File: src/rtl/universal_shift_engine.sv
`default_nettype none
// ============================================================================
// Module   : universal_shift_engine
// Purpose  : WIDTH-bit universal shift register with single-step and counted
//            multi-cycle operation (busy/done handshake).
//            Define SHREG_ROTATE_EN to enable the ROR/ROL codes.
// Revision : 1.0 - initial release
// ============================================================================
module universal_shift_engine #(
    parameter int WIDTH = 8,
    parameter int AMT_W = 4
) (
    input  logic             clock,
    input  logic             reset,
    input  logic [WIDTH-1:0] inShift,
    input  logic [2:0]       select,
    input  logic             serialIn,
    input  logic             start,
    input  logic [AMT_W-1:0] amount,
    output logic [WIDTH-1:0] outShift,
    output logic             serialOut,
    output logic             busy,
    output logic             done
);
    localparam logic [2:0] c_HOLD  = 3'b000;
    localparam logic [2:0] c_LOAD  = 3'b001;
    localparam logic [2:0] c_SRL   = 3'b010;
    localparam logic [2:0] c_SLL   = 3'b011;
    localparam logic [2:0] c_SRA   = 3'b100;
`ifdef SHREG_ROTATE_EN
    localparam logic [2:0] c_ROR   = 3'b101;
    localparam logic [2:0] c_ROL   = 3'b110;
`endif
    localparam logic [2:0] c_CLEAR = 3'b111;

    typedef enum logic [0:0] {
        S_IDLE = 1'b0,
        S_RUN  = 1'b1
    } state_t;

    state_t           r_state;
    logic [2:0]       r_op;
    logic [AMT_W-1:0] r_cnt;
    logic [WIDTH-1:0] r_reg;
    logic             r_so;
    logic             r_busy;
    logic             r_done;

    logic [2:0]       w_op;
    logic [WIDTH-1:0] w_next_reg;
    logic             w_next_so;
    logic             w_is_step;

    // While running, the latched opcode drives the datapath, not the live select.
    assign w_op = (r_state == S_RUN) ? r_op : select;

    always_comb begin
        w_next_reg = r_reg;
        w_next_so  = r_so;
        case (w_op)
            c_LOAD:  w_next_reg = inShift;
            c_SRL:   {w_next_reg, w_next_so} = {serialIn, r_reg};
            c_SLL:   {w_next_so, w_next_reg} = {r_reg, serialIn};
            c_SRA:   {w_next_reg, w_next_so} = {r_reg[WIDTH-1], r_reg};
`ifdef SHREG_ROTATE_EN
            c_ROR:   {w_next_reg, w_next_so} = {r_reg[0], r_reg};
            c_ROL:   {w_next_so, w_next_reg} = {r_reg, r_reg[WIDTH-1]};
`endif
            c_CLEAR: begin
                w_next_reg = '0;
                w_next_so  = 1'b0;
            end
            default: begin
                w_next_reg = r_reg;
                w_next_so  = r_so;
            end
        endcase
    end

    always_comb begin
        w_is_step = 1'b0;
        case (select)
            c_SRL, c_SLL, c_SRA: w_is_step = 1'b1;
`ifdef SHREG_ROTATE_EN
            c_ROR, c_ROL:        w_is_step = 1'b1;
`endif
            default:             w_is_step = 1'b0;
        endcase
    end

    always_ff @(posedge clock) begin
        if (reset) begin
            r_state <= S_IDLE;
            r_op    <= c_HOLD;
            r_cnt   <= '0;
            r_reg   <= '0;
            r_so    <= 1'b0;
            r_busy  <= 1'b0;
            r_done  <= 1'b0;
        end else begin
            r_done <= 1'b0;
            case (r_state)
                S_IDLE: begin
                    if (start) begin
                        if (w_is_step && (amount != '0)) begin
                            r_op    <= select;
                            r_cnt   <= amount;
                            r_busy  <= 1'b1;
                            r_state <= S_RUN;
                        end else begin
                            // Non-counted start: one execution, or none for a zero count.
                            if (amount != '0) begin
                                r_reg <= w_next_reg;
                                r_so  <= w_next_so;
                            end
                            r_done <= 1'b1;
                        end
                    end else begin
                        r_reg <= w_next_reg;
                        r_so  <= w_next_so;
                    end
                end
                S_RUN: begin
                    r_reg <= w_next_reg;
                    r_so  <= w_next_so;
                    r_cnt <= r_cnt - AMT_W'(1);
                    if (r_cnt == AMT_W'(1)) begin
                        r_state <= S_IDLE;
                        r_busy  <= 1'b0;
                        r_done  <= 1'b1;
                    end
                end
                default: r_state <= S_IDLE;
            endcase
        end
    end

    assign outShift  = r_reg;
    assign serialOut = r_so;
    assign busy      = r_busy;
    assign done      = r_done;

endmodule
`default_nettype wire

File: config.mk
export PLATFORM = sky130hd
export DESIGN_NAME = universal_shift_engine
export DESIGN_NICKNAME = d
export VERILOG_FILES = /design/src/rtl/universal_shift_engine.sv
export SDC_FILE = /design/constraint.sdc
export NUM_CORES = 1
export LEC_CHECK = 0
export BUFFER_PORTS_ARGS = -buffer_cell sky130_fd_sc_hd__buf_2
export CORE_UTILIZATION = 34
export DETAILED_ROUTE_END_ITERATION = 6
export GPL_TIMING_DRIVEN = 0
export PLACE_DENSITY = 0.62
export RECOVER_POWER = 50
export SLEW_MARGIN = 0
export SYNTH_ARGS = -nofsm -noshare
export SYNTH_HDL_FRONTEND = slang
export SYNTH_SLANG_ARGS = --single-unit
File: constraint.sdc
create_clock -name clock -period 2.75 [get_ports clock]
set_input_delay 0 -clock clock [delete_from_list [all_inputs] [get_ports clock]]
set_output_delay 0 -clock clock [all_outputs]
set_load 0.03 [all_outputs]
==> impl_summary.log, run 1 <==
INFO  metric clkSinkCount = 19
INFO  metric diodes = 0
INFO  metric wl = 2795 um
INFO  metric globalRouteOverflowTotal = 0
INFO  metric share_clk_of_total_power = 20.2%
INFO  metric grtUsageTotal = 17.39%
INFO  metric flow.area_growth_from_synthesis = 21.30%
INFO  metric nNetsFinal = 194
INFO  metric die_width = 59.74 um
INFO  metric synth_area = 0.001134 sq mm
INFO  metric finalNonFillerCells = 216
INFO  metric floorplan.die_area = 0.003569 sq mm
INFO  metric wire_length_of_the_first_global_routing_pass = 4726 um
INFO  metric core = 0.003103 sq mm
INFO  metric timing.critical_path.max_delay_family = simple AND/OR/NAND/NOR gates
INFO  metric power.switching = 0.2815 mW
INFO  metric crit_path_max_incr_delay = 0.90 ns
INFO  metric worst_slew_margin_rel = 23.00%
INFO  metric top_level_ports = 30
INFO  metric grt_start_max_net_pins = 11
INFO  metric start_kind = primary input
INFO  metric drt-wirelength-per-cell = 12.94 um
INFO  metric min_from = amount[3]
INFO  metric clock_tree.htree_level_count = 1
INFO  metric cts_tree = built
INFO  metric post_synth_net_total = 157
INFO  metric irDropWorstVdd = 220.0 uV
INFO  metric final_common_cell = sky130_fd_sc_hd__dfxtp_1
INFO  metric grt_antenna_before_repair = 0
INFO  metric fill_cells = 337
INFO  metric path_clk_slew = 0.12 ns
INFO  metric root_buffer = sky130_fd_sc_hd__clkbuf_4
INFO  metric max_slew.worst_pin.slew = 1.146 ns
INFO  metric whs_endpoint = r_cnt[3]
INFO  metric timing.reg2reg.setup_slack = 0.67 ns
INFO  metric crit_chain = dlygate4sd3_1, buf_2, nor3b_1, o21bai_1, nor3_1, or3b_2, a21oi_1
INFO  metric leakagePower = 0.5023 nW
INFO  metric power = 0.7438 mW
INFO  metric worst_setup_path_end_kind = flop
INFO  metric power.share.combinational = 34.8%
INFO  metric cts_resized = 0
INFO  metric reg2reg_to = outShift[0]
INFO  metric fmax = 0.4623 GHz
INFO  metric max-cap-violations = 0
INFO  metric most_used_cells_in_the_layout_excluding_fill_and_tap_cells = sky130_fd_sc_hd__dfxtp_1, sky130_fd_sc_hd__buf_2, sky130_fd_sc_hd__nand2_1, sky130_fd_sc_hd__nor2_1, sky130_fd_sc_hd__clkbuf_1
INFO  metric synth_async_sr_flop_share = 0%
INFO  metric drt_first_iter_violations = 43
INFO  metric worstPathRequired = 2.93 ns
INFO  metric ys_warn_count = 0
INFO  metric fin_crit_sh = 78.65%
INFO  metric syn-instance-count = 136
INFO  metric seq_power_share = 45.1%
INFO  metric count_of_flip_flops_with_a_built_in_enable_after_synthesis = 0
INFO  metric drc = 0
INFO  metric internal_power = 0.4623 mW
INFO  metric rsz0062_at_grt = no
INFO  metric timing.critical_path.slowest_stage_cell = sky130_fd_sc_hd__nor3_1
INFO  metric setup_total_negative_slack = 0 ns
INFO  metric worstHoldPathCells = 3
INFO  metric global_placement_routability_congestion = 0.8710
INFO  metric worst_skew_pair.late_latency = 0.30 ns
INFO  metric status = finished, final reports clean
INFO  metric timing.setup.critical_path_class = in -> reg
INFO  metric pwr_density_cell = 540.9 mW/mm^2
INFO  metric vias = 1,157
INFO  metric source_of_the_worst_register_to_register_timing_path = r_state
INFO  metric min-delay-path-class = in -> reg
INFO  metric switching_fraction_of_total_power = 37.85%
INFO  metric timing.final.crit_period = 2.163 ns
INFO  metric placed_cells = 208
INFO  metric antenna_violating_nets_post_route = 0
INFO  metric worstPathArrival = 2.35 ns
INFO  metric final_hold_viol_count = 0
INFO  metric post_synth_num_cell_types = 37
INFO  metric grt_pass1_vias = 1,051
INFO  metric fp.dieH = 59.74 um
INFO  metric fp-row-count = 20
INFO  metric avgViaCountPerCell = 5.356
INFO  metric postSynthAreaPerCell = 8.335 sq um
INFO  metric cp.buffers_inverters = 2
INFO  metric tritoncts.num_buffers = 3
INFO  metric detail_route.first_pass.iterations = 5
INFO  metric synth.yosys.seq_area_share = 33.55%
INFO  metric ys.flop_type = sky130_fd_sc_hd__dfxtp_1
INFO  metric max-clock-path-buffers = 2
INFO  metric maxSlewViolCount = 0
INFO  metric initial_utilization = 36.53%
INFO  metric clock-skew-final = 0.001466 ns
INFO  metric half_perimeter_wire_length_after_detailed_placement = 2076 um
INFO  metric crit_path_max_fanout = 10
INFO  metric setup_viol_count_final = 0
INFO  metric reg2reg_depth = 6
INFO  metric drive_gt1_share = 18.60%
INFO  metric synth_seq_cells = 19
INFO  metric port_buffers = 28
-- routing by layer --
metal  routed length [um]  vias to the layer above  share of wire, %  GRT usage [%]
met5                    0                        -                 0              0
li1                     -                      576                 -              -
met2                 1287                       28                46          27.94
met3                  102                        5               3.6          1.515
met1                 1359                      548                49          23.48
met4                   46                        0               1.6          7.973
-- final cells by class --
class	count	area, sq um	area share (%)
repair buffers	32	165.2	12.01
flip-flops and latches	19	380.4	27.66
clock buffers	4	26.28	1.911
multi-input cells	107	693.2	50.41
plain buffers	6	40.04	2.912
inverters	4	15.01	1.092
well taps	44	55.05	4.004
-- cells by family (layout without fill, tap and decap cells) --
| logic type | after synthesis | after routing | share of synthesized area (%) |
|---|---|---|---|
| fa+ha+maj | 3 | 3 | 3.090 |
| buf+inv | 10 | 46 | 4.855 |
| flops | 19 | 19 | 33.55 |
| mux | 7 | 7 | 6.733 |
| xor+xnor | 2 | 2 | 1.546 |
| simple gates | 55 | 55 | 23.95 |
| compound gates | 40 | 40 | 26.27 |
-- synth_stat cells (2+ instances only) --
cell type	count	area share, %
sky130_fd_sc_hd__dfxtp_1	19	34
sky130_fd_sc_hd__nand2_1	18	6.0
sky130_fd_sc_hd__nor2_1	16	5.3
sky130_fd_sc_hd__a211oi_1	10	6.6
sky130_fd_sc_hd__a221oi_1	8	6.2
sky130_fd_sc_hd__a21oi_1	7	3.1
sky130_fd_sc_hd__o22ai_1	7	3.9
sky130_fd_sc_hd__mux2i_1	5	4.4
sky130_fd_sc_hd__nor3_1	5	2.2
sky130_fd_sc_hd__inv_1	4	1.3
sky130_fd_sc_hd__nor2b_1	3	1.7
sky130_fd_sc_hd__buf_2	2	0.88
sky130_fd_sc_hd__buf_6	2	2.0
sky130_fd_sc_hd__ha_1	2	2.2
sky130_fd_sc_hd__nand2b_1	2	1.1
sky130_fd_sc_hd__nor3_2	2	1.8
sky130_fd_sc_hd__nor3b_1	2	1.3
sky130_fd_sc_hd__nor4_1	2	1.1
sky130_fd_sc_hd__or2_2	2	1.1
-- worst max path at each step --
stage	startpoint	end	slack (ns)	depth (start not counted)
after floorplan	r_state	outShift[1]	0.97	6
after global placement	r_state	outShift[3]	0.71	6
after detailed placement	r_state	outShift[6]	0.69	6
after CTS	r_state	outShift[2]	0.65	6
after global routing	select[1]	r_cnt[1]	0.35	7
final	select[1]	r_cnt[3]	0.59	7
-- state kept, by name (all words and copies together), names as in the netlist --
name	count
r_cnt	4
serialOut	1
busy	1
outShift	8
r_op	3
r_state	1
done	1
-- stage by stage --
step / worst slack (ns) / utilization (%) / hold WS, ns / instance area [sq um]
after floorplan: 0.9718 / - / 0.09563 / 1134
after CTS: 0.6505 / 44.96 / 0.008318 / 1395
after global placement: 0.7070 / 42.82 / 0.2710 / 1329
final: 0.5871 / 44.31 / 0.003209 / 1375
after detailed placement: 0.6885 / 42.82 / 0.2756 / 1329
after global routing: 0.3455 / 44.31 / 0.02141 / 1375
-- power by group through the flow --
stage / registers [mW] / logic [mW] / clock network [mW]
after detailed placement: 0.341 / 0.260 / 0
after global placement: 0.339 / 0.255 / 0
after floorplan: 0.377 / 0.151 / 0
after CTS: 0.334 / 0.265 / 0.150
final: 0.335 / 0.259 / 0.150
after global routing: 0.341 / 0.286 / 0.164
-- worst reg2reg max path, delay by kind of cell, from the launching register on --
| family | cells | cell delay (ns) |
|---|---|---|
| multiplexers | 1 | 0.33 |
| XOR/XNOR | 1 | 0.54 |
| AO/OA/AOI/OAI | 3 | 0.51 |
| flip-flops | 1 | 0.42 |
| buffers and inverters | 1 | 0.17 |
-- repair_timing --
| item | in CTS | in global routing |
|---|---|---|
| hold endpoints to repair | 4 | 0 |
| hold buffers | 4 | 0 |
| setup buffers | 0 | 0 |
Note: power is estimated with default switching activity, not from simulation.
==> inputs of run 2 (changes only) <==
PLACE_DENSITY = 0.64   (was 0.62)
clock period = 1.8 ns   (was 2.75 ns; I/O delays follow)
==> run 2 against run 1 <==
Largest power group unchanged; non-clock buffer count rose by 9; register-to-register slack got worse by 0.65 ns; utilization increased by 5.4 points; count of clock-buffer cells in the layout is the same; highest routed layer unchanged.
==> impl_summary.log, run 2 (synthesized netlist as in run 1, its figures left out) <==
INFO  metric status = finished, final reports clean (unchanged)
INFO  metric crit_path_max_incr_delay = 0.41 ns (was 0.90 ns)
INFO  metric min-delay-path-class = in -> reg (unchanged)
INFO  metric floorplan.die_area = 0.003569 sq mm (unchanged)
INFO  metric detail_route.first_pass.iterations = 4 (was 5)
INFO  metric fp-row-count = 20 (unchanged)
INFO  metric final_hold_viol_count = 0 (unchanged)
INFO  metric largest_register_ff_count = 8 (unchanged)
INFO  metric worst_skew_pair.late_latency = 0.31 ns (was 0.30 ns)
INFO  metric clock_tree.htree_level_count = 1 (unchanged)
INFO  metric fin_crit_sh = 98.72%
INFO  metric timing.critical_path.slowest_stage_cell = sky130_fd_sc_hd__dfxtp_4 (was sky130_fd_sc_hd__nor3_1)
INFO  metric setup_total_negative_slack = 0 ns (unchanged)
INFO  metric timing.critical_path.max_delay_family = flip-flops (was simple AND/OR/NAND/NOR gates)
INFO  metric timing.setup.critical_path_class = reg -> reg (was in -> reg)
INFO  metric max_slew.worst_pin.slew = 0.5154 ns (was 1.146 ns)
INFO  metric top_level_ports = 30 (unchanged)
INFO  metric globalRouteOverflowTotal = 0 (unchanged)
INFO  metric clock-skew-final = 0.006337 ns (was 0.001466 ns)
INFO  metric core = 0.003103 sq mm (unchanged)
INFO  metric path_clk_slew = 0.12 ns (about the same)
INFO  metric finalNonFillerCells = 225 (was 216)
INFO  metric global_placement_routability_congestion = 0.8508 (was 0.8710)
INFO  metric drt_first_iter_violations = 56 (was 43)
INFO  metric grt_pass1_vias = 1,154 (was 1,051)
INFO  metric tritoncts.num_buffers = 3 (unchanged)
INFO  metric wl = 3081 um (was 2795 um)
INFO  metric maxSlewViolCount = 0 (unchanged)
INFO  metric pwr_density_cell = 788.0 mW/mm^2 (was 540.9 mW/mm^2)
INFO  metric grtUsageTotal = 18.74% (was 17.39%)
INFO  metric diodes = 0 (unchanged)
INFO  metric drc = 0 (unchanged)
INFO  metric avgViaCountPerCell = 5.511 (was 5.356)
INFO  metric start_kind = flop (was primary input)
INFO  metric leakagePower = 0.5799 nW (was 0.5023 nW)
INFO  metric irDropWorstVdd = 308.1 uV (was 220.0 uV)
INFO  metric grt_antenna_before_repair = 0 (unchanged)
INFO  metric crit_chain = buf_6, mux2_4, and3_4, a211oi_4, buf_6, buf_4, a211oi_1 (was dlygate4sd3_1, buf_2, nor3b_1, o21bai_1, nor3_1, or3b_2, a21oi_1)
INFO  metric root_buffer = sky130_fd_sc_hd__clkbuf_4 (unchanged)
INFO  metric cts_tree = built (unchanged)
INFO  metric antenna_violating_nets_post_route = 0 (unchanged)
INFO  metric max-clock-path-buffers = 2 (unchanged)
INFO  metric initial_utilization = 36.53% (unchanged)
INFO  metric port_buffers = 28 (unchanged)
INFO  metric die_width = 59.74 um (unchanged)
INFO  metric drt-wirelength-per-cell = 13.69 um (was 12.94 um)
INFO  metric placed_cells = 208 (unchanged)
INFO  metric timing.final.crit_period = 1.777 ns
INFO  metric fmax = 0.5627 GHz
INFO  metric worstPathRequired = 1.99 ns (was 2.93 ns)
INFO  metric worst_setup_path_end_kind = flop (unchanged)
INFO  metric fp.dieH = 59.74 um (unchanged)
INFO  metric grt_start_max_net_pins = 11 (unchanged)
INFO  metric half_perimeter_wire_length_after_detailed_placement = 2074 um (was 2076 um)
INFO  metric wire_length_of_the_first_global_routing_pass = 4995 um (was 4726 um)
INFO  metric most_used_cells_in_the_layout_excluding_fill_and_tap_cells = sky130_fd_sc_hd__nand2_1, sky130_fd_sc_hd__dfxtp_1, sky130_fd_sc_hd__buf_2, sky130_fd_sc_hd__nor2_1, sky130_fd_sc_hd__clkbuf_1 (was sky130_fd_sc_hd__dfxtp_1, sky130_fd_sc_hd__buf_2, sky130_fd_sc_hd__nand2_1, sky130_fd_sc_hd__nor2_1, sky130_fd_sc_hd__clkbuf_1)
INFO  metric flow.area_growth_from_synthesis = 35.98% (was 21.30%)
INFO  metric power = 1.215 mW (was 0.7438 mW)
INFO  metric worstPathArrival = 1.96 ns (was 2.35 ns)
INFO  metric rsz0062_at_grt = yes (was no)
INFO  metric crit_path_max_fanout = 8 (was 10)
INFO  metric timing.reg2reg.setup_slack = 0.02 ns (was 0.67 ns)
INFO  metric worst_slew_margin_rel = 65.64% (was 23.00%)
INFO  metric final_util = 49.68% (was 44.31%)
INFO  metric vias = 1,240 (was 1,157)
INFO  metric setup_viol_count_final = 0 (unchanged)
INFO  metric cp_common_cell = sky130_fd_sc_hd__buf_6
INFO  metric nNetsFinal = 203 (was 194)
INFO  metric cp.buffers_inverters = 3 (was 2)
INFO  metric drive_gt1_share = 28.18% (was 18.60%)
INFO  metric clkSinkCount = 19 (unchanged)
INFO  metric max-cap-violations = 0 (unchanged)
run 2: cell types whose count changed in the layout (fill, tap and decap cells not counted), moves of 2 or more:
| cell | before | now |
|---|---|---|
| sky130_fd_sc_hd__buf_4 | 0 | 6 |
| sky130_fd_sc_hd__buf_6 | 2 | 4 |
| sky130_fd_sc_hd__clkbuf_1 | 14 | 12 |
| sky130_fd_sc_hd__dlygate4sd3_1 | 4 | 6 |
| sky130_fd_sc_hd__mux2i_1 | 5 | 3 |
| sky130_fd_sc_hd__nor3_4 | 0 | 2 |
run 2: repair_timing:
item	CTS	global route
setup buffers	4	3
resized for setup	8	11
setup endpoints to repair	9	16
pin swaps	1	6
hold endpoints to repair	6	0
hold buffers	6	0
run 2: per-stage QoR:
stage                     instance area [sq um]  worst slack, ns  hold slack, ns
after floorplan                            1134          0.02176         0.09563
after global placement                     1329          -0.2403          0.2641
after detailed placement                   1329          -0.2714          0.2814
after CTS                                  1481         0.002221         0.03198
after global routing                       1541         -0.04119         0.06113
final                                      1541          0.02296         0.03504
run 2: area by class of cell:
class,instances,area (sq um)
plain buffers,6,48.80
clock buffers,4,26.28
fillers,316,1562
inverters,4,15.01
multi-input cells,107,768.2
flip-flops and latches,19,384.1
well taps,44,55.05
repair buffers,41,244.0
run 2: path summary, 6_finish.rpt:
check,startpoint,end,depth (start not counted)
setup / recovery,r_state,outShift[6],7
hold / removal,amount[0],r_cnt[0],3
setup reg to reg,r_state,outShift[6],7
hold reg to reg,serialOut,serialOut,2
run 2: metal layers:
metal | share of wire (%) | track usage [%] | vias up
li1 | - | - | 597
met1 | 43 | 23.61 | 587
met2 | 48 | 30.63 | 49
met3 | 7.1 | 3.463 | 7
met4 | 1.9 | 8.970 | 0
met5 | 0 | 0 | -
run 2: power by group:
part / leakage, nW / switching, mW / internal [mW]
clock network: 0.0150 / 0.146 / 0.0866
logic: 0.408 / 0.266 / 0.201
registers: 0.157 / 0.0481 / 0.467
total: 0.580 / 0.460 / 0.755
run 2: worst register-to-register path: cells and delay by family, from the launching register on:
| kind | cells | cell delay [ns] |
|---|---|---|
| muxes | 1 | 0.34 |
| AOI/OAI and AO/OA | 2 | 0.32 |
| buffers and inverters | 3 | 0.41 |
| DFF | 1 | 0.41 |
| and+or+nand+nor | 1 | 0.17 |
==> inputs of run 3 (changes only) <==
BUFFER_PORTS_ARGS = -buffer_cell sky130_fd_sc_hd__buf_4   (was -buffer_cell sky130_fd_sc_hd__buf_2)
==> run 3 against run 2 <==
The run now ends with negative setup slack left; count of clock-buffer cells in the layout is the same; via count shrank 0.32%; die area is the same; fmax shrank 2.4%; final cell count grew 2.7%; register-to-register slack lost 0.04 ns; worst hold slack lost 0.0033 ns; non-clock buffer count grew 6; largest cell class unchanged; flip-flop and latch count is the same.
==> impl_summary.log, run 3 (synthesized netlist as in run 1, its figures left out) <==
INFO  metric final_common_cell = sky130_fd_sc_hd__buf_4
INFO  metric setup_slack = -0.02160 ns (was 0.02296 ns)
INFO  metric fin_crit_sh = 101.2% (was 98.72%)
INFO  metric fill_cells = 317 (was 316)
INFO  metric rsz0062_at_grt = yes (unchanged)
INFO  metric grtUsageTotal = 19.17% (was 18.74%)
INFO  metric nNetsFinal = 209 (was 203)
INFO  metric avgViaCountPerCell = 5.351 (was 5.511)
INFO  metric leakagePower = 0.6346 nW (was 0.5799 nW)
INFO  metric max-cap-violations = 0 (unchanged)
INFO  metric timing.critical_path.slowest_stage_cell = sky130_fd_sc_hd__dfxtp_4 (unchanged)
INFO  metric wl = 3266 um (was 3081 um)
INFO  metric port_buffers = 28 (unchanged)
INFO  metric detail_route.first_pass.iterations = 4 (unchanged)
INFO  metric grt_start_max_net_pins = 11 (unchanged)
INFO  metric crit_path_max_fanout = 8 (unchanged)
INFO  metric die_width = 59.74 um (unchanged)
INFO  metric worstPathArrival = 2.04 ns (was 1.96 ns)
INFO  metric power.switching = 0.4782 mW (was 0.4600 mW)
INFO  metric min-delay-path-class = in -> reg (unchanged)
INFO  metric worst_skew_pair.late_latency = 0.29 ns (was 0.31 ns)
INFO  metric antenna_violating_nets_post_route = 0 (unchanged)
INFO  metric top_level_ports = 30 (unchanged)
INFO  metric grt_pass1_vias = 1,162 (was 1,154)
INFO  metric power = 1.270 mW (was 1.215 mW)
INFO  metric clock-skew-final = 0.002490 ns (was 0.006337 ns)
INFO  metric timing.setup.critical_path_class = reg -> reg (unchanged)
INFO  metric drt-wirelength-per-cell = 14.14 um (was 13.69 um)
INFO  metric finalNonFillerCells = 231 (was 225)
INFO  metric fp-row-count = 20 (unchanged)
INFO  metric seq_power_share = 40.8% (was 42.4%)
INFO  metric diodes = 0 (unchanged)
INFO  metric half_perimeter_wire_length_after_detailed_placement = 2064 um (was 2074 um)
INFO  metric maxSlewViolCount = 0 (unchanged)
INFO  metric drive_gt1_share = 32.62% (was 28.18%)
INFO  metric drt_first_iter_violations = 57 (was 56)
INFO  metric crit_path_max_incr_delay = 0.41 ns (about the same)
INFO  metric tritoncts.num_buffers = 3 (unchanged)
INFO  metric internal_power = 0.7920 mW (was 0.7547 mW)
INFO  metric clock_tree.htree_level_count = 1 (unchanged)
INFO  metric crit_chain = buf_8, mux2_4, a21oi_2, or2_2, a21oi_1, a211oi_1 (was buf_6, mux2_4, and3_4, a211oi_4, buf_6, buf_4, a211oi_1)
INFO  metric globalRouteOverflowTotal = 0 (unchanged)
INFO  metric floorplan.die_area = 0.003569 sq mm (unchanged)
INFO  metric timing.final.crit_period = 1.822 ns (was 1.777 ns)
INFO  metric worst_slew_margin_rel = 59.73% (was 65.64%)
INFO  metric vias = 1,236 (was 1,240)
INFO  metric fp.dieH = 59.74 um (unchanged)
INFO  metric worstPathRequired = 2.02 ns (was 1.99 ns)
INFO  metric wire_length_of_the_first_global_routing_pass = 5237 um (was 4995 um)
INFO  metric violations_in_the_final_reports = negative setup slack
INFO  metric pwr_density_cell = 758.2 mW/mm^2 (was 788.0 mW/mm^2)
INFO  metric largest_register_ff_count = 8 (unchanged)
INFO  metric initial_utilization = 36.53% (unchanged)
INFO  metric setup_viol_count_final = 2 (was 0)
INFO  metric max_slew.worst_pin.slew = 0.6040 ns (was 0.5154 ns)
INFO  metric path_clk_slew = 0.12 ns (about the same)
INFO  metric clkSinkCount = 19 (unchanged)
INFO  metric share_clk_of_total_power = 17.9% (was 19.1%)
INFO  metric worst_setup_path_end_kind = flop (unchanged)
INFO  metric fmax = 0.5490 GHz (was 0.5627 GHz)
INFO  metric power.share.combinational = 41.2% (was 38.5%)
INFO  metric drc = 0 (unchanged)
INFO  metric cts_tree = built (unchanged)
INFO  metric irDropWorstVdd = 329.1 uV (was 308.1 uV)
INFO  metric max-clock-path-buffers = 2 (unchanged)
INFO  metric final_hold_viol_count = 0 (unchanged)
INFO  metric root_buffer = sky130_fd_sc_hd__clkbuf_4 (unchanged)
INFO  metric final_util = 53.99% (was 49.68%)
INFO  metric core = 0.003103 sq mm (unchanged)
INFO  metric most_used_cells_in_the_layout_excluding_fill_and_tap_cells = sky130_fd_sc_hd__buf_4, sky130_fd_sc_hd__nand2_1, sky130_fd_sc_hd__dfxtp_1, sky130_fd_sc_hd__nor2_1, sky130_fd_sc_hd__clkbuf_1 (was sky130_fd_sc_hd__nand2_1, sky130_fd_sc_hd__dfxtp_1, sky130_fd_sc_hd__buf_2, sky130_fd_sc_hd__nor2_1, sky130_fd_sc_hd__clkbuf_1)
INFO  metric global_placement_routability_congestion = 0.8178 (was 0.8508)
INFO  metric grt_antenna_before_repair = 0 (unchanged)
INFO  metric switching_fraction_of_total_power = 37.65% (was 37.87%)
INFO  metric status = complete, but fails checks (was finished, final reports clean)
INFO  metric start_kind = flop (unchanged)
INFO  metric placed_cells = 208 (unchanged)
INFO  metric flow.area_growth_from_synthesis = 47.79% (was 35.98%)
## run 3: cell count changes in the layout (fill, tap and decap cells not counted), sizes merged
cell	before	now
buf	29	35
## run 3: through the flow
stage / setup slack (ns) / hold slack [ns] / TNS, ns / area [sq um]
floorplan: 0.02176 / 0.09563 / 0 / 1134
global placement: -0.2541 / 0.2283 / -1.958 / 1399
detailed placement: -0.2558 / 0.2397 / -1.953 / 1399
CTS: 0.002942 / 0.01312 / 0 / 1567
global route: -0.09753 / 0.04587 / -0.4832 / 1675
finish: -0.02160 / 0.03174 / -0.02166 / 1675
## run 3: final cells by class
type | count | area [sq um] | area share (%)
repair buffers | 47 | 337.8 | 20.16
inverters | 4 | 15.01 | 0.8962
plain buffers | 6 | 52.55 | 3.137
well taps | 44 | 55.05 | 3.286
multi-input cells | 107 | 804.5 | 48.02
clock buffers | 4 | 26.28 | 1.568
flip-flops and latches | 19 | 384.1 | 22.93
## run 3: per-layer routing
layer	wire length (um)	up-vias	track usage, %	share of wire [%]
met3	137	2	2.597	4.2
met4	20	0	3.987	0.61
met5	0	-	0	0
met1	1526	597	27.25	47
li1	-	606	-	-
met2	1582	31	30.79	48
## run 3: worst paths after layout
| kind | slack, ns | cells past startpoint | from | end |
|---|---|---|---|---|
| setup / recovery | -0.02 | 6 | r_state | outShift[7] |
| hold / removal | 0.03 | 3 | inShift[7] | outShift[7] |
| setup reg to reg | -0.02 | 6 | r_state | outShift[7] |
| hold reg to reg | 0.48 | 2 | serialOut | serialOut |
## run 3: what timing repair did
| item | CTS | global route |
|---|---|---|
| endpoints found under the setup margin | 9 | 16 |
| hold endpoints to repair | 7 | 0 |
| setup buffers | 5 | 8 |
| pin swaps | 2 | 7 |
| hold buffers | 6 | 0 |
| gates resized for setup | 10 | 16 |
## run 3: critical path: cells and delay by family, from the launching register on
kind,cells,cell delay (ns)
and+or+nand+nor,1,0.21
muxes,1,0.34
AOI/OAI and AO/OA,3,0.65
DFF,1,0.41
buffers and inverters,1,0.12
## run 3: power by group through the flow
stage | logic, mW | clock network (mW) | registers, mW
final | 0.524 | 0.228 | 0.519
after global routing | 0.567 | 0.254 | 0.526
after CTS | 0.478 | 0.241 | 0.515
after detailed placement | 0.424 | 0 | 0.524
after global placement | 0.418 | 0 | 0.521
after floorplan | 0.231 | 0 | 0.576
